### src/rtl/snoop_bus_ctrl_if.sv
// ----------------------------------------------------------------------------
// snoop_bus_ctrl_if
//   Bundles every signal between the snooping-bus controller and its
//   neighbours: the two L1 cache controllers (requests, write-backs, snoop
//   responses) and the single word-wide memory port.
//
//   Per-cache vectors are packed {c1, c0}.
//
//   modport master : the bus controller side (drives snoop, resp, wb_ack and
//                    the memory request; observes requests, snoop replies and
//                    memory replies)
//   modport slave  : the environment side (caches + memory), mirror image
// ----------------------------------------------------------------------------
interface snoop_bus_ctrl_if #(
   parameter int ADDR_W = 9,
   parameter int DATA_W = 32
);
   // cache requests
   logic [1:0]          req_valid;
   logic [3:0]          req_type;
   logic [2*ADDR_W-1:0] req_addr;

   // dirty write-backs
   logic [1:0]          wb_valid;
   logic [2*ADDR_W-1:0] wb_addr;
   logic [2*DATA_W-1:0] wb_data;
   logic [1:0]          wb_ack;

   // snoop broadcast and reply
   logic                snoop_valid;
   logic                snoop_src;
   logic [1:0]          snoop_type;
   logic [ADDR_W-1:0]   snoop_addr;
   logic [1:0]          snp_hit;
   logic [2*DATA_W-1:0] snp_data;

   // completion to the requester
   logic [1:0]          resp_valid;
   logic [DATA_W-1:0]   resp_data;
   logic                resp_err;

   // memory port
   logic                mem_valid;
   logic                mem_we;
   logic [ADDR_W-1:0]   mem_addr;
   logic [DATA_W-1:0]   mem_wdata;
   logic                mem_ready;
   logic [DATA_W-1:0]   mem_rdata;

   logic                bus_busy;

   modport master (
      input  req_valid, req_type, req_addr,
      input  wb_valid, wb_addr, wb_data,
      output wb_ack,
      output snoop_valid, snoop_src, snoop_type, snoop_addr,
      input  snp_hit, snp_data,
      output resp_valid, resp_data, resp_err,
      output mem_valid, mem_we, mem_addr, mem_wdata,
      input  mem_ready, mem_rdata,
      output bus_busy
   );

   modport slave (
      output req_valid, req_type, req_addr,
      output wb_valid, wb_addr, wb_data,
      input  wb_ack,
      input  snoop_valid, snoop_src, snoop_type, snoop_addr,
      output snp_hit, snp_data,
      input  resp_valid, resp_data, resp_err,
      input  mem_valid, mem_we, mem_addr, mem_wdata,
      output mem_ready, mem_rdata,
      input  bus_busy
   );
endinterface

### src/rtl/snoop_bus_ctrl.sv
// ----------------------------------------------------------------------------
// snoop_bus_ctrl
//   Shared snooping-bus controller behind two L1 cache controllers. Arbitrates
//   miss/upgrade requests and dirty write-backs, broadcasts the granted request
//   as a snoop to the other cache, and returns the fill either cache-to-cache
//   (dirty snoop hit, also flushed to memory) or from memory. One transaction
//   in flight at a time.
//
// Ports
//   clk     : rising-edge clock
//   resetn  : synchronous active-low reset
//   bus     : snoop_bus_ctrl_if.master
//             req_valid/type/addr   per-cache requests (held until resp_valid)
//             wb_valid/addr/data    per-cache write-backs (held until wb_ack)
//             wb_ack                1-cycle write-back commit pulse
//             snoop_valid/src/type/addr  1-cycle snoop broadcast
//             snp_hit/snp_data      dirty-hit reply, 1 cycle after snoop_valid
//             resp_valid/data/err   1-cycle completion pulse to requester
//             mem_valid/we/addr/wdata, mem_ready/rdata   memory port
//             bus_busy              high whenever a transaction is in flight
// ----------------------------------------------------------------------------
module snoop_bus_ctrl #(
   parameter int ADDR_W  = 9,
   parameter int DATA_W  = 32,
   parameter int TMO_CYC = 255
) (
   input logic              clk,
   input logic              resetn,
   snoop_bus_ctrl_if.master bus
);

   typedef enum logic [2:0] {
      IDLE,
      WB,
      SNOOP,
      SNP_WAIT,
      FLUSH,
      MEM_RD
   } state_t;

   localparam logic [7:0] TMO_LAST = 8'(TMO_CYC - 1);
   localparam logic [1:0] T_UPGR   = 2'b11;

   // per-cache views of the packed {c1, c0} buses
   logic [1:0]        rtype [2];
   logic [ADDR_W-1:0] raddr [2];
   logic [ADDR_W-1:0] waddr [2];
   logic [DATA_W-1:0] wdata [2];
   logic [DATA_W-1:0] sdata [2];

   assign rtype[0] = bus.req_type[1:0];
   assign rtype[1] = bus.req_type[3:2];
   assign raddr[0] = bus.req_addr[ADDR_W-1:0];
   assign raddr[1] = bus.req_addr[2*ADDR_W-1:ADDR_W];
   assign waddr[0] = bus.wb_addr[ADDR_W-1:0];
   assign waddr[1] = bus.wb_addr[2*ADDR_W-1:ADDR_W];
   assign wdata[0] = bus.wb_data[DATA_W-1:0];
   assign wdata[1] = bus.wb_data[2*DATA_W-1:DATA_W];
   assign sdata[0] = bus.snp_data[DATA_W-1:0];
   assign sdata[1] = bus.snp_data[2*DATA_W-1:DATA_W];

   // control state
   state_t            state_q, state_d;
   logic              rr_last_q, rr_last_d;
   logic              src_q, src_d;
   logic [7:0]        tmo_cnt_q, tmo_cnt_d;
   logic [1:0]        resp_valid_q, resp_valid_d;
   logic [1:0]        wb_ack_q, wb_ack_d;
   logic              resp_err_q, resp_err_d;
   logic [DATA_W-1:0] resp_data_q, resp_data_d;

   // transaction payload (no reset needed: only read in states that load it)
   logic [1:0]        type_q;
   logic [ADDR_W-1:0] addr_q;
   logic [DATA_W-1:0] data_q;
   logic              lat_wb, lat_req, lat_snp;

   // combinational outputs
   logic              snoop_valid, snoop_src;
   logic [1:0]        snoop_type;
   logic [ADDR_W-1:0] snoop_addr;
   logic              mem_valid, mem_we;
   logic [ADDR_W-1:0] mem_addr;
   logic [DATA_W-1:0] mem_wdata;

   logic [1:0]        req_ok, wb_ok;
   logic              grant;
   logic              tmo_hit;

   always_comb begin
      state_d      = state_q;
      rr_last_d    = rr_last_q;
      src_d        = src_q;
      tmo_cnt_d    = tmo_cnt_q;
      resp_valid_d = '0;
      wb_ack_d     = '0;
      resp_err_d   = 1'b0;
      resp_data_d  = '0;
      lat_wb       = 1'b0;
      lat_req      = 1'b0;
      lat_snp      = 1'b0;
      snoop_valid  = 1'b0;
      snoop_src    = 1'b0;
      snoop_type   = '0;
      snoop_addr   = '0;
      mem_valid    = 1'b0;
      mem_we       = 1'b0;
      mem_addr     = '0;
      mem_wdata    = '0;
      grant        = 1'b0;

      // A requester only drops req_valid/wb_valid after seeing its pulse, so
      // the bit that is pulsing this cycle must not be re-granted in IDLE.
      req_ok  = bus.req_valid & ~resp_valid_q & {(rtype[1] != 2'b00), (rtype[0] != 2'b00)};
      wb_ok   = bus.wb_valid & ~wb_ack_q;
      tmo_hit = (tmo_cnt_q == TMO_LAST);

      case (state_q)
         IDLE: begin
            if (wb_ok != 2'b00) begin
               src_d     = ~wb_ok[0];
               lat_wb    = 1'b1;
               tmo_cnt_d = '0;
               state_d   = WB;
            end else if (req_ok != 2'b00) begin
               grant     = (req_ok == 2'b11) ? ~rr_last_q : req_ok[1];
               src_d     = grant;
               rr_last_d = grant;
               lat_req   = 1'b1;
               state_d   = SNOOP;
            end
         end

         WB: begin
            mem_valid = 1'b1;
            mem_we    = 1'b1;
            mem_addr  = addr_q;
            mem_wdata = data_q;
            if (bus.mem_ready) begin
               wb_ack_d[src_q] = 1'b1;
               state_d         = IDLE;
            end else if (tmo_hit) begin
               wb_ack_d[src_q] = 1'b1;
               resp_err_d      = 1'b1;
               state_d         = IDLE;
            end else begin
               tmo_cnt_d = tmo_cnt_q + 8'd1;
            end
         end

         SNOOP: begin
            snoop_valid = 1'b1;
            snoop_src   = src_q;
            snoop_type  = type_q;
            snoop_addr  = addr_q;
            state_d     = SNP_WAIT;
         end

         SNP_WAIT: begin
            if (type_q == T_UPGR) begin
               // upgrade needs no data whether or not the other cache hit
               resp_valid_d[src_q] = 1'b1;
               state_d             = IDLE;
            end else if (bus.snp_hit[~src_q]) begin
               resp_valid_d[src_q] = 1'b1;
               resp_data_d         = sdata[~src_q];
               lat_snp             = 1'b1;
               tmo_cnt_d           = '0;
               state_d             = FLUSH;
            end else begin
               tmo_cnt_d = '0;
               state_d   = MEM_RD;
            end
         end

         FLUSH: begin
            // keeps memory coherent with the dirty line already handed over;
            // the requester was answered on entry, so a timeout is silent
            mem_valid = 1'b1;
            mem_we    = 1'b1;
            mem_addr  = addr_q;
            mem_wdata = data_q;
            if (bus.mem_ready || tmo_hit) begin
               state_d = IDLE;
            end else begin
               tmo_cnt_d = tmo_cnt_q + 8'd1;
            end
         end

         MEM_RD: begin
            mem_valid = 1'b1;
            mem_addr  = addr_q;
            if (bus.mem_ready) begin
               resp_valid_d[src_q] = 1'b1;
               resp_data_d         = bus.mem_rdata;
               state_d             = IDLE;
            end else if (tmo_hit) begin
               resp_valid_d[src_q] = 1'b1;
               resp_err_d          = 1'b1;
               state_d             = IDLE;
            end else begin
               tmo_cnt_d = tmo_cnt_q + 8'd1;
            end
         end

         default: state_d = IDLE;
      endcase
   end

   always_ff @(posedge clk) begin
      if (!resetn) begin
         state_q      <= IDLE;
         rr_last_q    <= 1'b1;
         src_q        <= 1'b0;
         tmo_cnt_q    <= '0;
         resp_valid_q <= '0;
         wb_ack_q     <= '0;
         resp_err_q   <= 1'b0;
         resp_data_q  <= '0;
      end else begin
         state_q      <= state_d;
         rr_last_q    <= rr_last_d;
         src_q        <= src_d;
         tmo_cnt_q    <= tmo_cnt_d;
         resp_valid_q <= resp_valid_d;
         wb_ack_q     <= wb_ack_d;
         resp_err_q   <= resp_err_d;
         resp_data_q  <= resp_data_d;
      end
   end

   always_ff @(posedge clk) begin
      if (lat_wb) begin
         addr_q <= waddr[src_d];
         data_q <= wdata[src_d];
      end
      if (lat_req) begin
         addr_q <= raddr[src_d];
         type_q <= rtype[src_d];
      end
      if (lat_snp) begin
         data_q <= sdata[~src_q];
      end
   end

   assign bus.wb_ack      = wb_ack_q;
   assign bus.snoop_valid = snoop_valid;
   assign bus.snoop_src   = snoop_src;
   assign bus.snoop_type  = snoop_type;
   assign bus.snoop_addr  = snoop_addr;
   assign bus.resp_valid  = resp_valid_q;
   assign bus.resp_data   = resp_data_q;
   assign bus.resp_err    = resp_err_q;
   assign bus.mem_valid   = mem_valid;
   assign bus.mem_we      = mem_we;
   assign bus.mem_addr    = mem_addr;
   assign bus.mem_wdata   = mem_wdata;
   assign bus.bus_busy    = (state_q != IDLE);

endmodule

### src/flat_wrapper.sv
// flat-port wrapper written by rule: the top's interface ports become plain ports
module snoop_bus_ctrl_flat 
#(
   parameter int ADDR_W  = 9,
   parameter int DATA_W  = 32,
   parameter int TMO_CYC = 255
)
  (clk, resetn, bus_req_valid, bus_req_type, bus_req_addr, bus_wb_valid, bus_wb_addr, bus_wb_data, bus_wb_ack, bus_snoop_valid, bus_snoop_src, bus_snoop_type, bus_snoop_addr, bus_snp_hit, bus_snp_data, bus_resp_valid, bus_resp_data, bus_resp_err, bus_mem_valid, bus_mem_we, bus_mem_addr, bus_mem_wdata, bus_mem_ready, bus_mem_rdata, bus_bus_busy);
  snoop_bus_ctrl_if #(.ADDR_W(ADDR_W), .DATA_W(DATA_W)) bus_i ();
  input logic clk;
  input logic resetn;
  input wire logic [$bits(bus_i.req_valid)-1:0] bus_req_valid;
  input wire logic [$bits(bus_i.req_type)-1:0] bus_req_type;
  input wire logic [$bits(bus_i.req_addr)-1:0] bus_req_addr;
  input wire logic [$bits(bus_i.wb_valid)-1:0] bus_wb_valid;
  input wire logic [$bits(bus_i.wb_addr)-1:0] bus_wb_addr;
  input wire logic [$bits(bus_i.wb_data)-1:0] bus_wb_data;
  output wire logic [$bits(bus_i.wb_ack)-1:0] bus_wb_ack;
  output wire logic [$bits(bus_i.snoop_valid)-1:0] bus_snoop_valid;
  output wire logic [$bits(bus_i.snoop_src)-1:0] bus_snoop_src;
  output wire logic [$bits(bus_i.snoop_type)-1:0] bus_snoop_type;
  output wire logic [$bits(bus_i.snoop_addr)-1:0] bus_snoop_addr;
  input wire logic [$bits(bus_i.snp_hit)-1:0] bus_snp_hit;
  input wire logic [$bits(bus_i.snp_data)-1:0] bus_snp_data;
  output wire logic [$bits(bus_i.resp_valid)-1:0] bus_resp_valid;
  output wire logic [$bits(bus_i.resp_data)-1:0] bus_resp_data;
  output wire logic [$bits(bus_i.resp_err)-1:0] bus_resp_err;
  output wire logic [$bits(bus_i.mem_valid)-1:0] bus_mem_valid;
  output wire logic [$bits(bus_i.mem_we)-1:0] bus_mem_we;
  output wire logic [$bits(bus_i.mem_addr)-1:0] bus_mem_addr;
  output wire logic [$bits(bus_i.mem_wdata)-1:0] bus_mem_wdata;
  input wire logic [$bits(bus_i.mem_ready)-1:0] bus_mem_ready;
  input wire logic [$bits(bus_i.mem_rdata)-1:0] bus_mem_rdata;
  output wire logic [$bits(bus_i.bus_busy)-1:0] bus_bus_busy;
  assign bus_i.req_valid = bus_req_valid;
  assign bus_i.req_type = bus_req_type;
  assign bus_i.req_addr = bus_req_addr;
  assign bus_i.wb_valid = bus_wb_valid;
  assign bus_i.wb_addr = bus_wb_addr;
  assign bus_i.wb_data = bus_wb_data;
  assign bus_wb_ack = bus_i.wb_ack;
  assign bus_snoop_valid = bus_i.snoop_valid;
  assign bus_snoop_src = bus_i.snoop_src;
  assign bus_snoop_type = bus_i.snoop_type;
  assign bus_snoop_addr = bus_i.snoop_addr;
  assign bus_i.snp_hit = bus_snp_hit;
  assign bus_i.snp_data = bus_snp_data;
  assign bus_resp_valid = bus_i.resp_valid;
  assign bus_resp_data = bus_i.resp_data;
  assign bus_resp_err = bus_i.resp_err;
  assign bus_mem_valid = bus_i.mem_valid;
  assign bus_mem_we = bus_i.mem_we;
  assign bus_mem_addr = bus_i.mem_addr;
  assign bus_mem_wdata = bus_i.mem_wdata;
  assign bus_i.mem_ready = bus_mem_ready;
  assign bus_i.mem_rdata = bus_mem_rdata;
  assign bus_bus_busy = bus_i.bus_busy;
  snoop_bus_ctrl #(.ADDR_W(ADDR_W), .DATA_W(DATA_W), .TMO_CYC(TMO_CYC)) u_core (.clk(clk), .resetn(resetn), .bus(bus_i));
endmodule
### config.mk
export PLATFORM = sky130hd
export DESIGN_NAME = snoop_bus_ctrl_flat
export DESIGN_NICKNAME = d
export VERILOG_FILES = /design/src/rtl/snoop_bus_ctrl_if.sv /design/src/rtl/snoop_bus_ctrl.sv /design/src/flat_wrapper.sv
export SDC_FILE = /design/constraint.sdc
export NUM_CORES = 1
export LEC_CHECK = 0
export CORE_MARGIN = 2
export CORE_UTILIZATION = 36
export CTS_BUF_LIST = sky130_fd_sc_hd__clkbuf_4
export CTS_CLUSTER_DIAMETER = 40
export DETAILED_ROUTE_END_ITERATION = 16
export GPL_TIMING_DRIVEN = 0
export PLACE_DENSITY = 0.9
export SYNTH_ARGS = -nofsm -noshare
export SYNTH_HDL_FRONTEND = slang
export SYNTH_SLANG_ARGS = --single-unit
### constraint.sdc
create_clock -name clk -period 2.75 [get_ports clk]
set_input_delay 0.275 -clock clk [delete_from_list [all_inputs] [get_ports clk]]
set_output_delay 0.275 -clock clk [all_outputs]
set_load 0.02 [all_outputs]
==> flow_summary.ini, run 1 <==
[status]
run_status = finished, final reports clean

[critical_path]
arrival_ps = 2350
worstPathMaxFanout = 10
crit_start = u_core.state_q[2]
critPathLaunchType = register
cp.required_ps = 2480
path_class = register to output pin
rr_startpoint = u_core.state_q[2]
endpoint_kind = output pin

[synthesis]
yosysTopAreaCellShare = 0.243
synth-seq-area-share = 0.432
netlist_top_cells_area = edfxtp_1, dfxtp_1, o211ai_2
yosysWarnings = 0
async_reset_ff_frac = 0
synth_cells = 555
avgSynthCellArea_um2 = 9.56
ys_types = 49
synth_flop_cell = dfxtp_1
synth_enable_flop_cells = 43
netlist_area_mm2 = 0.00531
synth-seq-cells = 93
synth_area_leader_cell = edfxtp_1
synth_nets = 766

[global_route]
grt_antenna_before_repair = 1
track_usage = 0.247
grt_max_degree = 18
gr-total-overflow = 0
grt_pass1_wl_um = 30400
grt_pass1_vias = 5673

[power_and_ir_drop]
p_leak_nw = 3.51
vdd_drop_max_v = 0.000282
cellPowerDensity_mw_per_mm2 = 436
finalPower_mw = 3.84

[cells_and_area]
fillers = 1222
drive_gt1_frac = 0.133
nets = 1083
area_delta_synth_final_pct = 65.9
final_common_cell = clkdlybuf4s50_1
postLayoutCellArea_mm2 = 0.00880
layout_common_cells = clkdlybuf4s50_1, nand2_1, dfxtp_1, and2_1, edfxtp_1
fin_util = 0.608

[timing]
tightest_slew_ps = 958
rsz0062_at_grt = false
period_needed_ps = 2620
relSlewSlack = 0.361
post-route-period-util = 0.954
slew_violations = 0
finalSetupViolations = 0
fmax_ghz = 0.381
hold_violations = 0
clock_skew_ps = 15.3

[clocking]
cts_max_level = 3
cts_buffers = 9
cts_hold_buf = 0
cts_tree = yes
root_buffer = clkbuf_4
cts.sinks = 93
worst_skew_pair.late_latency_ps = 470
cts_buffer_depth = 2
path_clk_slew_ps = 150

[routing]
first_iter_violations = 352
vias_per_cell = 5.29
routedWlPerCell_um = 18.7
vias = 5615
totalWireLength_um = 19900
route.detailed.drc = 0
drtAntennaViolNets = 0
first_pass_iters = 4

[floorplan]
io_pins = 303
initial_utilization = 0.366
core_mm2 = 0.0145
die_w_um = 125
die_area_mm2 = 0.0157
rows = 44
die_h_um = 125

[flow_run]
maxCapViolCount = 0

[worst_hold_path]
min_from = bus_mem_rdata[17]
hp-class = input port to register

[placed_design]
placed_area_mm2 = 0.00860
post-dp-hpwl_um = 15600
numPortBuffers = 302
place.gp.congestion = 0.903
-- where the power goes --
group	switching, mW	internal (mW)	leakage (nW)
combinational	0.654	0.746	2.61
sequential	0.0378	1.63	0.827
clock	0.481	0.294	0.0786
total	1.17	2.67	3.51
-- final timing paths --
path / endpoint / slack, ps / cells after the start
max: bus_mem_wdata[29] / 130 / 6
min: u_core.bus.resp_data[17] / 340 / 3
max reg2reg: u_core.data_q[1] / 310 / 8
min reg2reg: u_core.tmo_cnt_q[7] / 520 / 2
-- flip-flops by register name (all words and copies together), names as in the netlist --
signal and flops:
u_core.data_q 32, u_core.bus.resp_err 1, u_core.src_q 1, u_core.rr_last_q 1, u_core.tmo_cnt_q 8, u_core.type_q 2
u_core.bus.wb_ack 2, u_core.addr_q 9, u_core.bus.resp_valid 2, u_core.bus.resp_data 32, u_core.state_q 3
-- metrics by stage --
| stage | hold WS, ps | setup slack (ps) | setup TNS (ps) | instances |
|---|---|---|---|---|
| after detailed placement | 511 | -44.4 | -694 | 1042 |
| final | 336 | 127 | 0 | 1062 |
| after floorplan | 415 | 537 | 0 | 555 |
| after global placement | 486 | -261 | -8300 | 1041 |
| after CTS | 307 | 8.37 | 0 | 1059 |
| after global routing | 301 | 1.79 | 0 | 1062 |
-- cells in the mapped netlist (5+ instances only) --
cell         n
nand2_1    106
dfxtp_1     50
and2_1      44
edfxtp_1    43
a21oi_1     36
nand4_1     34
mux2_2      32
mux2i_1     32
o211ai_2    32
clkbuf_1    22
nor2_1      18
and3_1      16
buf_2       11
nand3_1     10
buf_6        6
buf_1        5
inv_1        5
o2bb2ai_1    5
-- layout make-up --
type / count / area (um^2) / area share
plain buffers: 45 / 245 / 0.0279
flip-flops and latches: 93 / 2290 / 0.260
diodes: 1 / 2.50 / 0.000284
clock inverters: 5 / 50.0 / 0.00569
clock buffers: 11 / 82.6 / 0.00938
multi-input cells: 409 / 2770 / 0.315
inverters: 8 / 30.0 / 0.00341
repair buffers: 306 / 3100 / 0.352
well taps: 184 / 230 / 0.0262
-- metal layers --
metal,part of all wire,up-vias,global-route usage
met5,0,-,0
met4,0.030,0,0.0850
met3,0.068,37,0.0573
met2,0.49,269,0.428
met1,0.41,2665,0.303
li1,-,2644,-
-- kinds of logic (layout without fill, tap and decap cells) --
family / count (synthesis) / in the layout / synth area share
AOI/OAI and AO/OA: 97 / 97 / 0.151
adders and majority gates: 2 / 2 / 0.00472
buffers and inverters: 53 / 375 / 0.0493
and+or+nand+nor: 243 / 243 / 0.229
other: 0 / 1 / 0
xor gates and xnor gates: 1 / 1 / 0.00165
DFF: 93 / 93 / 0.432
muxes: 66 / 66 / 0.133
-- repair_timing --
action                                  CTS  global route
endpoints found under the setup margin   42            47
setup buffers                             1             2
resized for setup                        14            11
endpoints found under the hold margin     0             0
-- critical path, stage by stage, from the launching register on --
cell,delay [ps]
dfxtp_1,320
clkbuf_4,190
xnor2_1,170
nor2_4,170
clkbuf_2,240
and2_1,170
clkdlybuf4s50_1,620
No activity file was read; power rests on OpenSTA's default activity.
==> run 2, diff against run 1 <==
- CTS_CLUSTER_SIZE: unset -> 20
==> results of run 2 <==
Same layout as run 1: the final DEF is identical, and so are final timing and power.
